===== config.mk =====
export PLATFORM = sky130hd
export DESIGN_NAME = trap_ctrl
export DESIGN_NICKNAME = d
export VERILOG_FILES = /design/src/rtl/trap_ctrl_pkg.sv /design/src/rtl/trap_arb.sv /design/src/rtl/trap_ctrl.sv
export SDC_FILE = /design/constraint.sdc
export NUM_CORES = 1
export LEC_CHECK = 0
export CAP_MARGIN = 0
export CORE_AREA = 2 2 270 272
export CTS_CLUSTER_DIAMETER = 150
export DETAILED_ROUTE_END_ITERATION = 7
export DIE_AREA = 0 0 272 274
export GPL_TIMING_DRIVEN = 0
export PLACE_DENSITY = 0.42
export SLEW_MARGIN = 40
export SYNTH_ARGS = -nofsm -noshare
export SYNTH_HDL_FRONTEND = slang
export SYNTH_HIERARCHICAL = 1
export SYNTH_SLANG_ARGS = --single-unit

===== constraint.sdc =====
create_clock -name clk -period 3.5 [get_ports clk]
set_input_delay 0.7 -clock clk [delete_from_list [all_inputs] [get_ports clk]]
set_output_delay 0.7 -clock clk [all_outputs]
set_load 0.01 [all_outputs]

===== src/rtl/trap_ctrl_pkg.sv =====
// Shared definitions for the machine-mode trap controller: FSM states, trap-bus
// flag positions, cause codes, CSR bit positions and the redirect-target helper.
// Optional feature macro: VECTORED_MTVEC_EN (vectored interrupt targets).
package trap_ctrl_pkg;

  localparam int XLEN     = 64;
  localparam int INST_LEN = 32;
  localparam int TRAP_BUS = 3;
  localparam int CAUSE_W  = 4;

  // trap_bus_i flag positions
  localparam int TB_ECALL  = 0;
  localparam int TB_EBREAK = 1;
  localparam int TB_MRET   = 2;

  localparam logic [CAUSE_W-1:0] CAUSE_MSI    = 4'd3;
  localparam logic [CAUSE_W-1:0] CAUSE_MTI    = 4'd7;
  localparam logic [CAUSE_W-1:0] CAUSE_ECALL  = 4'd11;
  localparam logic [CAUSE_W-1:0] CAUSE_EBREAK = 4'd3;

  localparam int MSTATUS_MIE    = 3;
  localparam int MSTATUS_MPIE   = 7;
  localparam int MSTATUS_MPP_LO = 11;
  localparam int MSTATUS_MPP_HI = 12;
  localparam int MIE_MSIE       = 3;
  localparam int MIE_MTIE       = 7;

  typedef enum logic [1:0] {
    ST_IDLE     = 2'd0,
    ST_SAVE     = 2'd1,
    ST_RESTORE  = 2'd2,
    ST_REDIRECT = 2'd3
  } state_e;

  // Vectored mode only applies to interrupts; exceptions always use the base.
  function automatic logic [XLEN-1:0] trap_target(input logic [XLEN-1:0] mtvec,
                                                  input logic irq,
                                                  input logic [CAUSE_W-1:0] cause);
    logic [XLEN-1:0] base;
    base = {mtvec[XLEN-1:2], 2'b00};
`ifdef VECTORED_MTVEC_EN
    if (irq && mtvec[1:0] == 2'b01)
      return base + (XLEN'(cause) << 2);
    else
      return base;
`else
    if (irq && cause == '0) return base;
    return base;
`endif
  endfunction

endpackage


===== src/rtl/trap_arb.sv =====
// Combinational fixed-priority event selector: MSI > MTI > ecall > ebreak > mret.
module trap_arb
  import trap_ctrl_pkg::*;
(
  input  logic                inst_valid,
  input  logic                mstatus_mie,
  input  logic                mie_msie,
  input  logic                mie_mtie,
  input  logic                msip,
  input  logic                mtip,
  input  logic [TRAP_BUS-1:0] trap_bus,
  output logic                take_trap,
  output logic                take_mret,
  output logic                irq,
  output logic [CAUSE_W-1:0]  cause
);

  always_comb begin
    take_trap = 1'b0;
    take_mret = 1'b0;
    irq       = 1'b0;
    cause     = '0;
    if (inst_valid) begin
      if (mstatus_mie && mie_msie && msip) begin
        take_trap = 1'b1;
        irq       = 1'b1;
        cause     = CAUSE_MSI;
      end else if (mstatus_mie && mie_mtie && mtip) begin
        take_trap = 1'b1;
        irq       = 1'b1;
        cause     = CAUSE_MTI;
      end else if (trap_bus[TB_ECALL]) begin
        take_trap = 1'b1;
        cause     = CAUSE_ECALL;
      end else if (trap_bus[TB_EBREAK]) begin
        take_trap = 1'b1;
        cause     = CAUSE_EBREAK;
      end else if (trap_bus[TB_MRET]) begin
        take_mret = 1'b1;
      end
    end
  end

endmodule


===== src/rtl/trap_ctrl.sv =====
// Machine-mode trap controller: captures one trap/mret from the mem stage,
// updates the trap CSRs, then holds a fetch redirect until it is accepted.
// Optional feature macro: VECTORED_MTVEC_EN (see trap_ctrl_pkg::trap_target).
//
// Handshake: redirect_valid_o is held high with a stable redirect_pc_o until a
// cycle where redirect_ready_i is also high; that cycle is the transfer, flush_o
// pulses in it, and the controller returns to IDLE on the following edge.
module trap_ctrl
  import trap_ctrl_pkg::*;
(
  input  logic                clk,
  input  logic                rst,
  input  logic [XLEN-1:0]     pc_i,
  input  logic [INST_LEN-1:0] inst_data_i,
  input  logic                inst_valid_i,
  input  logic [TRAP_BUS-1:0] trap_bus_i,
  input  logic                mtip_i,
  input  logic                msip_i,
  input  logic [XLEN-1:0]     csr_mstatus_readdata_i,
  input  logic [XLEN-1:0]     csr_mie_readdata_i,
  input  logic [XLEN-1:0]     csr_mepc_readdata_i,
  input  logic [XLEN-1:0]     csr_mtvec_readdata_i,
  output logic [XLEN-1:0]     csr_mstatus_writedata_o,
  output logic [XLEN-1:0]     csr_mepc_writedata_o,
  output logic [XLEN-1:0]     csr_mcause_writedata_o,
  output logic [XLEN-1:0]     csr_mtval_writedata_o,
  output logic                csr_mstatus_write_valid_o,
  output logic                csr_mepc_write_valid_o,
  output logic                csr_mcause_write_valid_o,
  output logic                csr_mtval_write_valid_o,
  output logic [XLEN-1:0]     redirect_pc_o,
  output logic                redirect_valid_o,
  input  logic                redirect_ready_i,
  output logic                stall_o,
  output logic                flush_o,
  output logic                busy_o
);

  state_e state_q, state_d;

  logic [XLEN-1:0]     pc_q;
  logic [INST_LEN-1:0] inst_q;
  logic [CAUSE_W-1:0]  cause_q;
  logic                irq_q;
  logic [XLEN-1:0]     target_q;

  logic                take_trap, take_mret, sel_irq;
  logic [CAUSE_W-1:0]  sel_cause;
  logic [XLEN-1:0]     mstatus_save, mstatus_restore;

  trap_arb u_arb (
    .inst_valid  (inst_valid_i),
    .mstatus_mie (csr_mstatus_readdata_i[MSTATUS_MIE]),
    .mie_msie    (csr_mie_readdata_i[MIE_MSIE]),
    .mie_mtie    (csr_mie_readdata_i[MIE_MTIE]),
    .msip        (msip_i),
    .mtip        (mtip_i),
    .trap_bus    (trap_bus_i),
    .take_trap   (take_trap),
    .take_mret   (take_mret),
    .irq         (sel_irq),
    .cause       (sel_cause)
  );

  logic unused_ok;
  assign unused_ok = ^{csr_mie_readdata_i[XLEN-1:8], csr_mie_readdata_i[6:4],
                       csr_mie_readdata_i[2:0], csr_mtvec_readdata_i[1:0]};

  always_comb begin
    state_d = state_q;
    case (state_q)
      ST_IDLE: begin
        if (take_trap)      state_d = ST_SAVE;
        else if (take_mret) state_d = ST_RESTORE;
      end
      ST_SAVE:     state_d = ST_REDIRECT;
      ST_RESTORE:  state_d = ST_REDIRECT;
      ST_REDIRECT: if (redirect_ready_i) state_d = ST_IDLE;
      default:     state_d = ST_IDLE;
    endcase
  end

  always_ff @(posedge clk) begin
    if (rst) begin
      state_q  <= ST_IDLE;
      pc_q     <= '0;
      inst_q   <= '0;
      cause_q  <= '0;
      irq_q    <= 1'b0;
      target_q <= '0;
    end else begin
      state_q <= state_d;
      if (state_q == ST_IDLE && (take_trap || take_mret)) begin
        pc_q    <= pc_i;
        inst_q  <= inst_data_i;
        cause_q <= sel_cause;
        irq_q   <= sel_irq;
      end
      if (state_q == ST_SAVE)    target_q <= trap_target(csr_mtvec_readdata_i, irq_q, cause_q);
      if (state_q == ST_RESTORE) target_q <= csr_mepc_readdata_i;
    end
  end

  always_comb begin
    mstatus_save                              = csr_mstatus_readdata_i;
    mstatus_save[MSTATUS_MPIE]                = csr_mstatus_readdata_i[MSTATUS_MIE];
    mstatus_save[MSTATUS_MIE]                 = 1'b0;
    mstatus_save[MSTATUS_MPP_HI:MSTATUS_MPP_LO] = 2'b11;

    mstatus_restore                              = csr_mstatus_readdata_i;
    mstatus_restore[MSTATUS_MIE]                 = csr_mstatus_readdata_i[MSTATUS_MPIE];
    mstatus_restore[MSTATUS_MPIE]                = 1'b1;
    mstatus_restore[MSTATUS_MPP_HI:MSTATUS_MPP_LO] = 2'b11;
  end

  // Write data is zero whenever its strobe is low so IDLE/reset drive all-zero.
  always_comb begin
    csr_mstatus_writedata_o   = '0;
    csr_mepc_writedata_o      = '0;
    csr_mcause_writedata_o    = '0;
    csr_mtval_writedata_o     = '0;
    csr_mstatus_write_valid_o = 1'b0;
    csr_mepc_write_valid_o    = 1'b0;
    csr_mcause_write_valid_o  = 1'b0;
    csr_mtval_write_valid_o   = 1'b0;
    redirect_pc_o             = '0;
    redirect_valid_o          = 1'b0;
    flush_o                   = 1'b0;
    stall_o                   = (state_q != ST_IDLE);
    busy_o                    = (state_q != ST_IDLE);
    case (state_q)
      ST_SAVE: begin
        csr_mstatus_write_valid_o = 1'b1;
        csr_mepc_write_valid_o    = 1'b1;
        csr_mcause_write_valid_o  = 1'b1;
        csr_mtval_write_valid_o   = 1'b1;
        csr_mstatus_writedata_o   = mstatus_save;
        csr_mepc_writedata_o      = pc_q;
        csr_mcause_writedata_o    = {irq_q, {(XLEN-1-CAUSE_W){1'b0}}, cause_q};
        if (!irq_q && cause_q == CAUSE_ECALL)
          csr_mtval_writedata_o = {{(XLEN-INST_LEN){1'b0}}, inst_q};
        else if (!irq_q && cause_q == CAUSE_EBREAK)
          csr_mtval_writedata_o = pc_q;
      end
      ST_RESTORE: begin
        csr_mstatus_write_valid_o = 1'b1;
        csr_mstatus_writedata_o   = mstatus_restore;
      end
      ST_REDIRECT: begin
        redirect_valid_o = 1'b1;
        redirect_pc_o    = target_q;
        flush_o          = redirect_ready_i;
      end
      default: ;
    endcase
  end

endmodule

==> Word level (Yosys, flattened, before mapping) <==
Cells that the tools add are included.
{ "word_totals": {"ff_bits": 167, "inputBits": 361, "output_inout_bits": 328, "wordCells": 70} }
{ "classes": {"n_eq_ne": 7, "mux": 41, "reduce_logical": 16} }
{ "ops": {"columns": ["op", "count"], "rows": [
  ["64-bit 2-to-1 mux", 10],
  ["64-bit case mux with 2 select lines", 1],
  ["1-bit 2-to-1 mux", 21],
  ["4-bit 2-to-1 mux", 4],
  ["1-bit logical AND", 8],
  ["2-bit 2-to-1 mux", 4],
  ["2-bit case mux with 3 select lines", 1],
  ["2-bit equality test (second input constant)", 2],
  ["4-bit by 2-bit equality test with 1-bit output (second input constant)", 1],
  ["4-bit equality test (second input constant)", 1],
  ["4-bit logical NOT", 1],
  ["2-bit nonzero test", 2],
  ["3-bit != test (second input constant)", 1],
  ["2-bit by 1-bit equality test with 1-bit output (second input constant)", 1],
  ["2-bit logical NOT", 1],
  ["2-bit != test (second input constant)", 1],
  ["2-bit AND reduction", 1],
  ["2-bit OR reduction", 1],
  ["1-bit logical NOT", 1],
  ["1-bit logical OR", 1]
]} }

==> Logic depth before layout (Yosys ltp) <==
Gate-level depths: netlist (run 1).
{ "logic_depth": {"word_depth": 9, "depth_mapped": 7, "depth_no_buf": 5} }

==> Hierarchy <==
The synthesis (run 1) kept the hierarchy.
{ "modules_own_cells": {"columns": ["mod", "instances", "cells_per_inst", "area_each_um2", "seq_area_each_um2"], "rows": [
  ["trap_ctrl", 1, 1140, 8956.1, 3343.2],
  ["trap_arb", 1, 13, 110.1, 0.0]
]} }

==> Least setup slack after synthesis (run 1) <==
No wires, ideal clock.
{ "synth_timing": {"path_kind": "register -> output", "start": "reg state_q[1]", "end": "out csr_mtval_writedata_o[23]", "arrival_time_ns": 1.674, "t_required_ns": 2.800, "path_slack_ns": 1.126, "stages_incl_launch_ff": 8, "path_buffers": 2, "path_cell_list": "dfxtp_1 inv_1 ha_1 nand2_2 or3_1 buf_6 buf_6 nor2_1"} }
{ "synth_via": {"elab_chain_cells": 2} }
{ "synth_rtl": {"columns": ["element", "line", "rtl"], "rows": [
  ["start, declared", "trap_ctrl.sv:39", "state_e state_q, state_d;"],
  ["start signal, assigned", "trap_ctrl.sv:92", "state_q <= state_d;"],
  ["2-bit by 1-bit equality test with 1-bit output", "trap_ctrl.sv:131", "case (state_q)"],
  ["64-bit 2-to-1 mux", "trap_ctrl.sv:131", null],
  ["end, declared", "trap_ctrl.sv:26", "output logic [XLEN-1:0] csr_mtval_writedata_o,"]
]} }
Every way passes these cells.

==> Worst setup path after layout (run 1) <==
{ "layout_timing": {"start": "reg cause_q[3]", "end": "out csr_mtval_writedata_o[19]"} }
{ "layout_via": {"elab_chain_cells": 5, "word_cells_on_any_way": 7, "cone_classes": "2 x eq/ne; 3 x mux; 2 x reduce/logical"} }
{ "layout_rtl": {"columns": ["element", "line", "rtl"], "rows": [
  ["start, declared", "trap_ctrl.sv:43", "logic [CAUSE_W-1:0] cause_q;"],
  ["start signal, assigned", "trap_ctrl.sv:96", "cause_q <= sel_cause;"],
  ["4-bit by 2-bit equality test with 1-bit output", "trap_ctrl.sv:142", "else if (!irq_q && cause_q == CAUSE_EBREAK)"],
  ["1-bit logical AND", "trap_ctrl.sv:142", null],
  ["64-bit 2-to-1 mux", "trap_ctrl.sv:142", null],
  ["64-bit 2-to-1 mux *", "trap_ctrl.sv:140", "if (!irq_q && cause_q == CAUSE_ECALL)"],
  ["64-bit 2-to-1 mux *", "trap_ctrl.sv:131", null]
]} }
Every way passes the cells marked *; elsewhere a longest branch is shown, timed or not.

==> results of run 1 <==
-- registers in the layout (all words and copies together) (netlist names) --
register / flops
pc_q: 64
target_q: 64
inst_q: 32
cause_q: 4
state_q: 2
irq_q: 1
-- cell type report --
class	count	area, um2	share of cell area, %
repair buffers	568	5680	33.8
multi-input cells	878	5010	29.8
flip-flops and latches	167	3340	19.9
well taps	959	1200	7.14
plain buffers	157	958	5.71
clock buffers	20	457	2.72
clock inverters	12	119	0.708
inverters	6	22.5	0.134
diodes	4	10.0	0.0596
-- metrics by stage --
| stage | util (%) | setup slack (ns) | instances |
|---|---|---|---|
| 2_1_floorplan | - | 1.13 | 1211 |
| 3_3_place_gp | 22.4 | -1.05 | 2732 |
| 3_5_place_dp | 22.4 | -0.566 | 2732 |
| 4_1_cts | 23.3 | 0.00591 | 2768 |
| 5_1_grt | 23.3 | -0.00797 | 2767 |
| 6_report | 23.3 | 0.180 | 2771 |
-- logic make-up after synthesis --
family | synth area share (%)
compound gates | 12.3
flops | 36.9
mux | 10.4
other cells | 0.0414
buf+inv | 10.5
simple gates | 29.3
fa+ha+maj | 0.552
-- synth_stat cells, drive strengths merged, types with 4 or more instances --
library cell / n / share of area (%)
inv: 6 / 0.25
mux2i: 94 / 10
ha: 4 / 0.55
a21oi: 105 / 5.8
and2: 226 / 16
a211oi: 63 / 5.2
dfxtp: 167 / 37
nor2: 97 / 4.3
nand2: 210 / 8.7
clkbuf: 53 / 2.2
buf: 107 / 8.1
o21ai: 4 / 0.22
-- critical path: cells and delay by family (launching register included) --
kind | cells | cell delay (ns)
buffers and inverters | 3 | 1.33
muxes | 1 | 0.40
DFF | 1 | 0.31
and+or+nand+nor | 1 | 0.09
-- power by group through the flow --
stage | Sequential (W) | Clock (W) | Combinational (W)
6_report | 0.00266 | 0.00194 | 0.00439
5_1_grt | 0.00272 | 0.00212 | 0.00486
4_1_cts | 0.00266 | 0.00203 | 0.00451
3_5_place_dp | 0.00270 | 0 | 0.00442
3_3_place_gp | 0.00268 | 0 | 0.00437
2_1_floorplan | 0.00259 | 0 | 0.00241
-- timing repair --
item / CTS / global route
resized for setup: 19 / 16
pin swaps: 2 / 0
hold buffers: 0 / 0
setup endpoints to repair: 225 / 74
setup buffers: 6 / 0
cloned: 0 / 0
-- cells in the final DEF, fill, tap and decap left out, drive strengths merged, types with 3 or more instances in the layout --
cell / Yosys / final
inv: 6 / 9
ha: 4 / 4
clkinv: 0 / 5
and2: 226 / 226
clkinvlp: 0 / 3
nand2: 210 / 210
dfxtp: 167 / 167
o21ai: 4 / 4
nor2: 97 / 97
mux2i: 94 / 94
clkbuf: 53 / 66
buf: 107 / 116
clkdlybuf4s50: 0 / 560
diode: 0 / 4
a21oi: 105 / 105
a211oi: 63 / 63
conb: 1 / 59
-- worst paths after layout --
check                              endpoint  slack (ns)  depth (start not counted)
setup / recovery  csr_mtval_writedata_o[19]        0.18                          5
hold / removal      inst_q[24]$_SDFFE_PP0P_        0.46                          2
hold reg to reg     inst_q[24]$_SDFFE_PP0P_        0.46                          2
setup reg to reg  target_q[41]$_SDFFE_PP0P_        1.34                          6
-- routing by layer --
| metal | track usage [%] | vias to the layer above | routed length [um] |
|---|---|---|---|
| met5 | 0 | - | 76 |
| met4 | 2.60 | 12 | 495 |
| met3 | 4.81 | 37 | 3830 |
| met2 | 21.9 | 354 | 23800 |
| met1 | 14.8 | 4483 | 20100 |
| li1 | - | 4927 | - |
==> flow_results.org, run 1 <==
** Clock tree
- The cell sitting at the root of the clock tree is a clkbuf_16.
- The number of clock buffers added by TritonCTS is 17.
- Clock latency on the worst-skew pair, taken at its later pin, is slightly below 0.5 ns.
- CTS saw around 170 sinks.
- Clock-pin slew was measured on the worst setup and hold paths at 0.07 ns.
- Level count of the clock H-tree :: 4
- No sink is reached through more buffers than the 2 on the longest clock path.
- TritonCTS built the clock tree.

** Synth
- Most used flip-flop cell after synthesis :: dfxtp_1
- In the synthesized netlist, the number of instances is roughly 1200.
- Mean post-synth cell area :: 7.86 um2
- Counting distinct cell types in the post-synthesis netlist gives 32.
- Yosys printed 6 warnings.
- The cell area that synthesis handed to floorplanning was just over 9000 um2.
- In this run, synthesis produced a sequential element count of around 170.
- Proportion of synthesized chip area in sequential cells :: a little under two fifths
- Share of flip-flops with an asynchronous set or reset after synthesis :: 0%
- Counting flops with a built-in enable in the synthesized netlist gives 0.

** Die
- The die covers roughly 75000 um2.
- In this run the horizontal extent of the chip is between 200 and 300 um.
- Number of cell rows :: 99
- Number of placed I/O pins :: just under 700
- The region available for standard cell placement spans approximately 72000 um2.
- Once the floorplan was initialized, standard cells occupied 12.6% of the core.
- The floorplan step set the die height to approximately 270 um.

** Detailed routing
- For this run, the detailed router's first-pass iteration total came to 5.
- After detailed routing, the number of remaining DRC violations is 0.
- Total via count in the routed design :: between 9000 and 10000
- After detailed routing, the total wire length is between 40 and 50 mm.
- Number of antenna-violating nets in the routed design :: 0
- Routed wirelength normalized by instance count :: 17.4 um
- Starting DRC count in detailed routing :: about 340
- After detailed routing, the number of vias per cell comes to approximately 3.5.

** Worst hold path
- Worst hold start :: inst_q[24]$_SDFFE_PP0P_
- The tightest min-delay check is of the reg -> reg type.

** Global route
- The initial antenna violation count came to 11.
- Largest net degree at the start of global routing :: 17
- Tot GR Track Use :: approximately 13%
- The number of global-route vias before repair is 9935.
- Grt ovf :: 0
- The first global-routing pass estimated just under 70 mm of wire.

** Power
- Net switching power of the design :: 0.00362 W
- Power share of the sequential group :: 29.6%
- The worst-case IR drop observed on VDD is 0.318 mV.
- For this design the static power due to leakage is a little over 6 nW.
- Net switching is between 40% and 50% of the power.
- Overall power after layout :: around 0.009 W
- Combinational share of power :: about half
- The share of total power dissipated in the clock network is 21.6%.
- The internal power of the cells totals around 0.0054 W.
- Cell area power density :: around 540 nW/um2

** STA
- Subtracting the final worst setup slack from the clock period gives 3.32 ns.
- The final number of max-transition violations came to 0.
- After routing, the total negative slack on setup checks comes to 0 ns.
- RSZ-0062 raised after global routing :: yes
- Hold Violations, Final :: 0
- Clk_skew :: between 0.01 and 0.015 ns
- Derived from the worst setup path, the maximum achievable clock frequency is about 300 MHz.
- Setup violations remaining at the end of the flow were counted as 0.
- Worst relative slew slack :: 45.8%
- Hold is met by 0.455 ns.
- Slew at the pin with the worst max-slew slack :: 0.813 ns
- Final worst path period share :: about 95%

** Finish
- Share of cells above drive strength 1 :: 9.51%
- Number of fillers in the final layout :: 7924
- Signed area change from the synthesized netlist to the final layout :: 85.3%
- The finished cells cover between 15000 and 20000 um2.
- Net count of the finished layout :: about 2200

** Setup path
- STA classifies the critical path startpoint as a flop.
- STA classifies the critical path endpoint as an output port.
- Startpoint-to-endpoint class of the critical path :: reg -> out
- For the worst setup path, the data required time is 2.80 ns.
- Cell chain of the critical path :: buf_4 > clkdlybuf4s15_1 > mux2i_1 > nor2_1 > clkdlybuf4s50_1
- Crit path launch :: cause_q[3]$_SDFFE_PP0P_
- Data on the critical path arrives at its endpoint at 2.62 ns.
- Along the worst path, the maximum fanout reaches 10.
- For this run, the slowest stage of the critical path takes between 0.6 and 0.7 ns.
- Beginning of the worst register-to-register path :: state_q[1]$_SDFFE_PP0P_
- The slowest stage of the critical path is the clkdlybuf4s15_1 cell.

** Run status
- Status :: complete, no violations

** Job
- Max-cap violations :: 0

** Placement
- Routability-driven placement finished with a final weighted congestion of around 0.8.
- Area after DPL :: between 15000 and 20000 um2
- Buffers placed on the I/O ports in this run total ~560.
- Detailed placer's ending HPWL :: about 40 mm
(Power assumes the default switching activity.)
==> inputs of run 2 (changes only) <==
--- a/config.mk
+++ b/config.mk
@@ -6,12 +6,12 @@
 export NUM_CORES = 1
 export LEC_CHECK = 0
 export CAP_MARGIN = 0
-export CORE_AREA = 2 2 270 272
+export CORE_AREA = 5 5 265 267
 export CTS_CLUSTER_DIAMETER = 150
 export DETAILED_ROUTE_END_ITERATION = 7
-export DIE_AREA = 0 0 272 274
+export DIE_AREA = 0 0 270 272
 export GPL_TIMING_DRIVEN = 0
-export PLACE_DENSITY = 0.42
+export PLACE_DENSITY = 0.44
 export SLEW_MARGIN = 40
 export SYNTH_ARGS = -nofsm -noshare
 export SYNTH_HDL_FRONTEND = slang
==> constraint.sdc (replaced) <==
create_clock -name clk -period 3.9 [get_ports clk]
set_input_delay 0.78 -clock clk [delete_from_list [all_inputs] [get_ports clk]]
set_output_delay 0.78 -clock clk [all_outputs]
set_load 0.01 [all_outputs]
==> flow_results.org, run 2 (synthesis gave the netlist of run 1 again) <==
** Setup path
- The critical path is of the reg -> out type.
- In this run the critical register-to-register path is launched from state_q[0]$_SDFFE_PP0P_.
- CP Data Arrival Time :: 2.89 ns (+0.27 ns)
- STA classifies the critical path startpoint as a flop.
- Largest fanout of any net on the critical path :: 10 (unchanged)
- Critical path required time :: 3.12 ns (+0.32 ns)
- Depth of the worst register-to-register path :: 6 (unchanged)
- The most critical setup path has its startpoint at state_q[1]$_SDFFE_PP0P_.
- The worst setup path is captured at an output port.

** Job
- The count of maximum capacitance violations is 0 (unchanged).

** Clock tree
- CTS Buf Count :: 17 (unchanged)
- Library cell used as clock root buffer :: clkbuf_16
- Clock latency on the worst-skew pair :: 0.49 ns (about the same)
- TritonCTS built the clock tree.
- The maximum count of clock buffers along a single path came to 2 (unchanged).
- The post-CTS clock slew at the launch and capture registers of the worst setup and hold paths is 0.08 ns (about the same).
- The number of H-tree levels was 4 (unchanged).
- The number of clock sinks seen by CTS is 167 (unchanged).

** Die
- The vertical die dimension is 272 um (-0.73%).
- The floorplan die width is 270 um (-0.74%).
- The I/O pin total is 689 (unchanged).
- The overall die area is 73400 um2 (-1.5%).
- Initial core utilization :: 13.4% (+0.76 points)
- Number of cell rows :: 96 (-3.0%)
- Standard cell core area :: 67900 um2 (-5.7%)

** Finish
- The largest registers in the layout are pc_q: 64 flops, target_q: 64 flops, inst_q: 32 flops.
- The register area came to 3340 um2 (about the same).
- Area used by multi-input combinational logic :: 5010 um2 (about the same)
- Number of fillers in the final layout :: 7408 (-6.5%)
- The library cell used most frequently in the layout, excluding fill and tap cells, is clkdlybuf4s50_1.
- Signed area change from the synthesized netlist to the final layout :: 84.2%
- The share of post-route cells with drive strength above 1 is 9.29% (-0.23 points).
- Net count of the finished layout :: 2161 (+0.046%)
- Top library cells by usage in the layout, fill and taps aside :: clkdlybuf4s50_1 (562), and2_1 (226), nand2_1 (209)

** Placement
- Worst setup slack before clock tree synthesis :: -0.246 ns (+0.320 ns)
- The total half-perimeter wirelength after legalization and detailed placement came to 41.8 mm (+4.6%).
- The global placement routability congestion came to 0.803 (-2.6%).
- The number of I/O port buffers is 562 (unchanged).

** Detailed routing
- Initial DRT Pass Iterations :: 4 (-1)
- The DRC violation total after the first TritonRoute iteration was 386 (+15%).
- Total via count in the routed design :: 9939 (+1.3%)
- The average vias per placed instance came to 3.69 (+4.1%).
- DRC violations left :: 0 (unchanged)
- Total routed wirelength :: 51.0 mm (+5.6%)
- Routed wirelength normalized by instance count :: 18.9 um (+8.5%)
- The count of antenna-violating nets left after detailed routing is 0 (unchanged).

** Worst hold path
- Hold WC Path Type :: reg -> reg
- The worst hold path begins at inst_q[30]$_SDFFE_PP0P_.
- Hold-critical path depth :: 2 (unchanged)

** Power
- The maximum ir drop on the vdd rail was 0.280 mV (-12%).
- The power density of the placed cells was 488 nW/um2 (-8.8%).
- Reported leakage power :: 6.10 nW (-0.73%)
- The total power draw came to 0.00815 W (-9.3%).

** STA
- The final number of max-transition violations is 0 (unchanged).
- The worst hold slack after final layout was 0.457 ns (+0.00188 ns).
- The final critical-path setup slack was 0.230 ns (+0.0500 ns).
- The actual slew at the worst max-slew pin was 0.830 ns (+0.0172 ns).
- Clk_skew :: 0.0249 ns (+0.0120 ns)
- Dividing the final minimum period by the clock period gives between 90% and 100%.
- The setup TNS came to 0 ns (unchanged).
- Period minus WS final :: around 3.7 ns
- Worst relative slew slack :: 44.6% (-1.1 points)
- RSZ-0062 raised after global routing :: no
- Based on the critical path, the design can be clocked at up to around 270 MHz.
- The number of hold-slack violations in the final timing report is 0 (unchanged).
- Setup-violating endpoint count in the final report :: 0 (unchanged)

** Global route
- The global route total overflow is 0 (unchanged).
- The initial antenna violation count is 7 (-4).
- The number of global-route vias before repair is 10500 (+5.3%).
- Largest net degree at the start of global routing :: 17 (unchanged)
- The wire length of the first global-routing pass was 72.7 mm (+6.2%).
- The overall fraction of global-route tracks in use came to 13.4% (+0.75 points).

** Run status
- Status :: complete, no violations
[run 2: changes by cell type in the layout (fill, tap and decap cells not counted), moves of 3 or more]
cell	before	now
clkbuf_2	7	14
buf_4	80	77
clkinv_4	4	0
clkinvlp_4	3	6
[run 2: where the power goes]
part / leakage, nW / switching [W] / total [W] / internal [W]
clock network: 0.272 / 0.000814 / 0.00180 / 0.000984
logic: 4.45 / 0.00224 / 0.00398 / 0.00174
registers: 1.37 / 0.000243 / 0.00238 / 0.00214
[run 2: worst max-delay path, cell delays in order (launching register included)]
cell and delay [ns]:
dfxtp_1 0.35, inv_1 0.12, ha_4 0.20, buf_4 0.21, nand2_2 0.10, or3_1 0.36, buf_6 0.15, buf_6 0.15
nor2_1 0.13, clkdlybuf4s50_1 0.60
[run 2: what timing repair did]
action / in CTS / in global routing
buffers inserted: 4 / 0
resized for setup: 8 / 17
hold buffers: 0 / 0
pin swaps: 1 / 0
endpoints found under the setup margin: 142 / 59
cloned: 0 / 0
[run 2: area by class of cell]
type                            count  area share (%)
Multi-Input combinational cell    878            30.0
Buffer                            160            5.74
Clock buffer                       20            2.73
Sequential cell                   167            20.0
Clock inverter                     12           0.839
Timing Repair Buffer              566            33.9
Antenna cell                        5          0.0749
Tap cell                          882            6.61
Inverter                            6           0.135
[run 2: worst paths after layout]
kind                                                  end  slack, ns
worst max-delay path            csr_mtval_writedata_o[31]       0.23
worst min-delay path              inst_q[30]$_SDFFE_PP0P_       0.46
worst max register to register  target_q[35]$_SDFFE_PP0P_       1.57
worst min register to register    inst_q[30]$_SDFFE_PP0P_       0.46
[run 2: metal layers]
metal | GRT usage, % | share of wire, % | vias up
li1 | - | - | 4921
met5 | 0 | 0 | -
met2 | 23.5 | 49 | 418
met4 | 3.82 | 2.0 | 0
met3 | 4.88 | 7.8 | 47
met1 | 15.4 | 41 | 4553
[run 2: through the flow]
step                      area [um2]  util, %  std cells
after floorplan                 9280        -       1211
after global placement         16000     23.6       2655
after detailed placement       16000     23.6       2655
after CTS                      16700     24.6       2691
after global routing           16700     24.6       2692
final                          16700     24.6       2696
